[src/rtl/rv_structs_pkg.sv]
// Shared pipeline types for the rv core: writeback select, memory-stage FSM
// states, load/store funct3 encodings and the writeback field bundle.
package rv_structs;

  typedef enum logic [1:0] {
    RES_ALU = 2'd0,
    RES_MEM = 2'd1,
    RES_PC4 = 2'd2
  } res_src_t;

  typedef enum logic {
    IDLE = 1'b0,
    BUS  = 1'b1
  } mem_state_t;

  localparam logic [2:0] F3_B  = 3'b000;
  localparam logic [2:0] F3_H  = 3'b001;
  localparam logic [2:0] F3_W  = 3'b010;
  localparam logic [2:0] F3_BU = 3'b100;
  localparam logic [2:0] F3_HU = 3'b101;

  // Fields carried from execute to writeback for one instruction.
  typedef struct packed {
    logic [31:0] alu_result;
    logic [2:0]  funct3;
    logic [4:0]  rd;
    res_src_t    res_src;
    logic [31:0] pc_next;
    logic        reg_write;
    logic        is_load;
  } wb_fields_t;

endpackage

[src/rtl/rv_mem_align.sv]
// Byte-lane steering for the data bus: byte enables, lane-replicated store
// data, and the misaligned / illegal-size classification of an access.
module rv_mem_align
  import rv_structs::*;
(
  input  logic [1:0]  addr_lo,
  input  logic [2:0]  funct3,
  input  logic        is_store,
  input  logic [31:0] store_data,
  output logic [3:0]  sel,
  output logic [31:0] wdata,
  output logic        misaligned,
  output logic        illegal
);

  // Decode access size into lanes; unsigned sizes do not exist for stores.
  always_comb begin
    sel        = '0;
    wdata      = '0;
    misaligned = 1'b0;
    illegal    = 1'b0;
    case (funct3)
      F3_B, F3_BU: begin
        sel   = 4'b0001 << addr_lo;
        wdata = {4{store_data[7:0]}};
      end
      F3_H, F3_HU: begin
        sel        = addr_lo[1] ? 4'b1100 : 4'b0011;
        wdata      = {2{store_data[15:0]}};
        misaligned = addr_lo[0];
      end
      F3_W: begin
        sel        = 4'b1111;
        wdata      = store_data;
        misaligned = |addr_lo;
      end
      default: illegal = 1'b1;
    endcase
    if (is_store && funct3[2]) illegal = 1'b1;
  end

endmodule

[src/rtl/rv_memory.sv]
// Data-memory stage: registers execute results, runs one load/store on the
// req/ack bus and hands raw read data plus writeback fields to rv_write.
module rv_memory
  import rv_structs::*;
#(
  parameter int ADDR_W = 32
) (
  input  logic              i_clk,
  input  logic              i_reset_n,
  input  logic              i_valid,
  input  logic [31:0]       i_alu_result,
  input  logic [31:0]       i_store_data,
  input  logic [2:0]        i_funct3,
  input  logic              i_mem_read,
  input  logic              i_mem_write,
  input  logic              i_reg_write,
  input  logic [4:0]        i_rd,
  input  res_src_t          i_res_src,
  input  logic [31:0]       i_pc_next,
  output logic              o_stall,
  output logic              o_bus_req,
  output logic              o_bus_write,
  output logic [ADDR_W-1:0] o_bus_addr,
  output logic [31:0]       o_bus_wdata,
  output logic [3:0]        o_bus_sel,
  input  logic              i_bus_ack,
  input  logic [31:0]       i_bus_rdata,
  output logic [31:0]       o_alu_result,
  output logic [2:0]        o_funct3,
  output logic [4:0]        o_rd,
  output res_src_t          o_res_src,
  output logic [31:0]       o_pc_next,
  output logic              o_reg_write,
  output logic [31:0]       o_data,
  output logic              o_fault
);

  mem_state_t  state;
  wb_fields_t  in_f, lat;
  // lat holds a non-memory instruction that arrived on an ack cycle and must
  // wait one cycle behind the retiring bus access (one retire per cycle).
  logic        pend_vld;
  logic [3:0]  sel;
  logic [31:0] wdata;
  logic        misaligned, illegal;
  logic        is_mem, fault, accept, retire_lat;

  rv_mem_align u_align (
    .addr_lo    (i_alu_result[1:0]),
    .funct3     (i_funct3),
    .is_store   (i_mem_write),
    .store_data (i_store_data),
    .sel        (sel),
    .wdata      (wdata),
    .misaligned (misaligned),
    .illegal    (illegal)
  );

  assign in_f = '{alu_result: i_alu_result, funct3: i_funct3, rd: i_rd,
                  res_src: i_res_src, pc_next: i_pc_next,
                  reg_write: i_reg_write && !i_mem_write,
                  is_load: i_mem_read && !i_mem_write};

  // Releasing the stall on the ack cycle lets upstream advance with no bubble.
  assign o_stall    = (state == BUS) && !i_bus_ack;
  assign accept     = i_valid && !o_stall;
  assign is_mem     = i_mem_read || i_mem_write;
  assign fault      = is_mem && (misaligned || illegal);
  assign retire_lat = ((state == BUS) && i_bus_ack) || ((state == IDLE) && pend_vld);

  // Stage FSM: retire the latched instruction, then accept the incoming one.
  always_ff @(posedge i_clk or negedge i_reset_n) begin
    if (!i_reset_n) begin
      state        <= IDLE;
      lat          <= '0;
      pend_vld     <= 1'b0;
      o_bus_req    <= 1'b0;
      o_bus_write  <= 1'b0;
      o_bus_addr   <= '0;
      o_bus_wdata  <= '0;
      o_bus_sel    <= '0;
      o_alu_result <= '0;
      o_funct3     <= '0;
      o_rd         <= '0;
      o_res_src    <= RES_ALU;
      o_pc_next    <= '0;
      o_reg_write  <= 1'b0;
      o_data       <= '0;
      o_fault      <= 1'b0;
    end else begin
      o_reg_write <= 1'b0;
      o_fault     <= 1'b0;
      if (retire_lat) begin
        o_alu_result <= lat.alu_result;
        o_funct3     <= lat.funct3;
        o_rd         <= lat.rd;
        o_res_src    <= lat.res_src;
        o_pc_next    <= lat.pc_next;
        o_reg_write  <= lat.reg_write;
        if (state == BUS && lat.is_load) o_data <= i_bus_rdata;
        pend_vld <= 1'b0;
        if (state == BUS) begin
          state     <= IDLE;
          o_bus_req <= 1'b0;
        end
      end
      if (accept) begin
        if (is_mem && !fault) begin
          lat         <= in_f;
          state       <= BUS;
          o_bus_req   <= 1'b1;
          o_bus_write <= i_mem_write;
          o_bus_addr  <= {i_alu_result[ADDR_W-1:2], 2'b00};
          o_bus_wdata <= wdata;
          o_bus_sel   <= sel;
        end else if (is_mem) begin
          o_fault <= 1'b1;
        end else if (retire_lat) begin
          lat      <= in_f;
          pend_vld <= 1'b1;
        end else begin
          o_alu_result <= i_alu_result;
          o_funct3     <= i_funct3;
          o_rd         <= i_rd;
          o_res_src    <= i_res_src;
          o_pc_next    <= i_pc_next;
          o_reg_write  <= i_reg_write;
        end
      end
    end
  end

endmodule

[config.mk]
export PLATFORM = sky130hd
export DESIGN_NAME = rv_memory
export DESIGN_NICKNAME = d
export VERILOG_FILES = /design/src/rtl/rv_structs_pkg.sv /design/src/rtl/rv_mem_align.sv /design/src/rtl/rv_memory.sv
export SDC_FILE = /design/constraint.sdc
export NUM_CORES = 1
export LEC_CHECK = 0
export CORE_MARGIN = 3
export CORE_UTILIZATION = 50
export CTS_BUF_LIST = sky130_fd_sc_hd__clkbuf_16
export DETAILED_ROUTE_END_ITERATION = 8
export PLACE_DENSITY = 0.91
export REMOVE_ABC_BUFFERS = 1
export SETUP_SLACK_MARGIN = 0.1
export SLEW_MARGIN = 20
export SYNTH_ARGS = -nofsm -noshare
export SYNTH_HDL_FRONTEND = slang
export SYNTH_SLANG_ARGS = --single-unit
[constraint.sdc]
create_clock -name i_clk -period 5.9 [get_ports i_clk]
set_clock_uncertainty 0.2 [all_clocks]
set_input_delay 1.18 -clock i_clk [delete_from_list [all_inputs] [get_ports i_clk]]
set_output_delay 1.18 -clock i_clk [all_outputs]
set_load 0.02 [all_outputs]
==> flow_summary_export.csv <==
group,metric,value,unit
routing,route.met3.wl,2.82,mm
grt,grt_util_all_layers,0.249,
yosys,yosysTopAreaCell,"dfrtp_1",
critical_path,required,4520,ps
yosys,syn-cell-area,0.0104,mm²
routing,avgViaCountPerCell,5.44,
critical_path,critPathSlowestCell,"clkdlybuf4s50_1",
grt,grt_max_degree,142,
critical_path,cp_max_fo,5,
run,max_cap_violations,0,
clock_network,cts_setup_buffers,0,
yosys,ys_ff_latch,254,
critical_path,critPathKind,"input pin to output pin",
yosys,ys_warn_count,0,
die,die_h,150,µm
timing,finalHoldViolCount,0,
clock_network,cts_tree,"built",
cells_and_area,final_cell_mix,"clkdlybuf4s50_1, dfrtp_1, nand2_1",
grt,grt.overflow.total,0,
routing,vias,7689,
die,placementRows,52,
cells_and_area,fin_nets,1270,
die,dieArea,0.0226,mm²
clock_network,root_buffer,"clkbuf_16",
routing,wl_met2,14.5,mm
clock_network,clkSlewWorstSetupHoldPaths,60,ps
critical_path,slowest_delay,660,ps
timing,relSlewSlack,0.341,
routing,met1_length,10.8,mm
yosys,synth_top_area_frac,0.611,
yosys,synthTopCellsByArea,"dfrtp_1, mux2_2, mux2i_1",
timing,setup_tns,0,ps
timing,fin_crit_sh,0.703,
clock_network,htreeDepth,1,
yosys,synth_cell_type_count,26,
timing,rsz0062_at_grt,"no",
critical_path,path_cells,"clkdlybuf4s50_1 -> nand2b_1 -> inv_1 -> clkdlybuf4s50_1",
critical_path,path_delay_family,"buffers and inverters",
timing,hold_slack,270,ps
timing,period_needed,4150,ps
routing,first_pass_iters,4,
cells_and_area,diodes,0,
timing,setup_viol,0,
yosys,syn_inst,818,
placed_design,hpwl,19.0,mm
clock_network,ctsHoldBuffers,0,
timing,timing_worst_slew_pin_value,986,ps
clock_network,cts_resized,0,
routing,drtAntennaViolNets,0,
critical_path,cp_common_cell,"clkdlybuf4s50_1",
cells_and_area,final_common_cell,"clkdlybuf4s50_1",
cells_and_area,area_delta_synth_final,41.3,%
critical_path,arrival,2770,ps
grt,grt_pass1_vias,8273,
die,io-pin-count,324,
cells_and_area,drive_gt1_frac,0.134,
routing,wire_per_inst,20.5,µm
grt,antenna_found_initial,0,
timing,slew_violations,0,
worst_hold_path,hp-class,"register to register",
placed_design,gp_congestion,0.783,
critical_path,cp-start-kind,"input pin",
power,p_total,6520,µW
die,start_util,0.511,
clock_network,worst_skew_pair.late_latency,520,ps
critical_path,crit_buf_inv,3,
critical_path,worstSetupEndpointType,"output pin",
cells_and_area,num-fill-cells,1320,
routing,wl,29.0,mm
routing,drtIter0Drc,359,
clock_network,cts.sinks,254,
routing,topRoutingLayerUsed,"met4",
clock_network,clockBufferDepth,3,
grt,grt_pass1_wl,44.7,mm
routing,drcViolationCount,0,
timing,fmax,0.241,GHz
die,die_w,150,µm
clock_network,numCtsBuffers,27,
yosys,syn_avg_cell_area,12.7,µm²
power,p_leak,0.00657,µW
die,core-area,0.0204,mm²
power,ir_worst_vdd,0.295,mV
placed_design,port_buffers,321,
status,status,"finished, final reports clean",
power,power_density,443,mW/mm²
yosys,ys_seq_area_frac,0.611,
==> Yosys cell counts <==
library cell,n
or2_2,1
buf_1,4
buf_2,15
o21a_1,1
buf_4,8
a21oi_1,29
nor2_1,3
nand3_1,4
a221oi_1,1
a32o_1,1
mux2_2,97
dfrtp_1,254
mux2_1,50
mux2i_1,74
o21ai_0,103
inv_1,1
o211ai_2,1
nand2b_1,2
conb_1,1
nor4_1,1
and3_1,1
nand2_1,108
nor2b_1,13
a2bb2oi_1,16
nor3b_1,1
clkbuf_1,28
==> logic make-up (layout without fill, tap and decap cells) <==
logic type,after synthesis,after routing,synth area share
AOI/OAI and AO/OA,152,152,0.0806
buffers and inverters,56,381,0.0249
DFF,254,254,0.611
muxes,221,221,0.230
other,1,2,0.000360
and+or+nand+nor,134,134,0.0535
==> metrics by stage <==
stage / cell area, µm² / worst slack, ps / util / instances
global placement: 13900 / 1750 / 0.680 / 1366
detailed placement: 13900 / 1720 / 0.680 / 1366
global route: 14700 / 1710 / 0.723 / 1414
finish: 14700 / 1750 / 0.723 / 1414
floorplan: 10200 / -939 / - / 764
CTS: 14700 / 1750 / 0.722 / 1414
==> state kept, by name, summed over array words and instances (netlist names), 2 cells and up, named ones only <==
signal	cells
lat	76
o_data	32
o_bus_addr	30
o_res_src	2
o_pc_next	32
o_bus_sel	4
o_funct3	3
o_bus_wdata	32
o_alu_result	32
o_rd	5
==> tightest hold or removal path, stage by stage, from the launching register on <==
cell and delay (ps):
dfrtp_1 340, nand2_1 50, o21ai_0 60
==> metal layers <==
metal | global-route usage | vias up
met4 | 0.0796 | 0
met5 | 0 | -
met1 | 0.288 | 3849
li1 | - | 3482
met2 | 0.433 | 292
met3 | 0.0900 | 66
==> where the power goes <==
group	internal, µW	switching (µW)	total [µW]
Clock	961	687	1650
Sequential	2300	312	2610
Combinational	1130	1120	2260
Total	4390	2120	6520
==> worst paths after layout <==
kind,endpoint,cells past startpoint,slack (ps),startpoint
worst max-delay path,o_stall,4,1750,i_bus_ack
worst min-delay path,o_pc_next[14],2,270,lat[16]
worst max register to register,lat[30],5,3380,state
worst min register to register,o_pc_next[14],2,270,lat[16]
max in group asynchronous,o_bus_addr[6],2,3870,i_reset_n
min in group asynchronous,o_data[12],1,330,i_reset_n
==> final cells by class <==
class,instances,area [µm²],share of cell area
tap,270,338,0.0230
sequential,254,6360,0.432
clock buffer,27,676,0.0459
clock inverter,21,181,0.0123
multi-input combinational,509,3830,0.261
inverter,1,3.75,0.000255
timing repair buffer,332,3330,0.226
No activity file was read; power rests on OpenSTA's default activity.
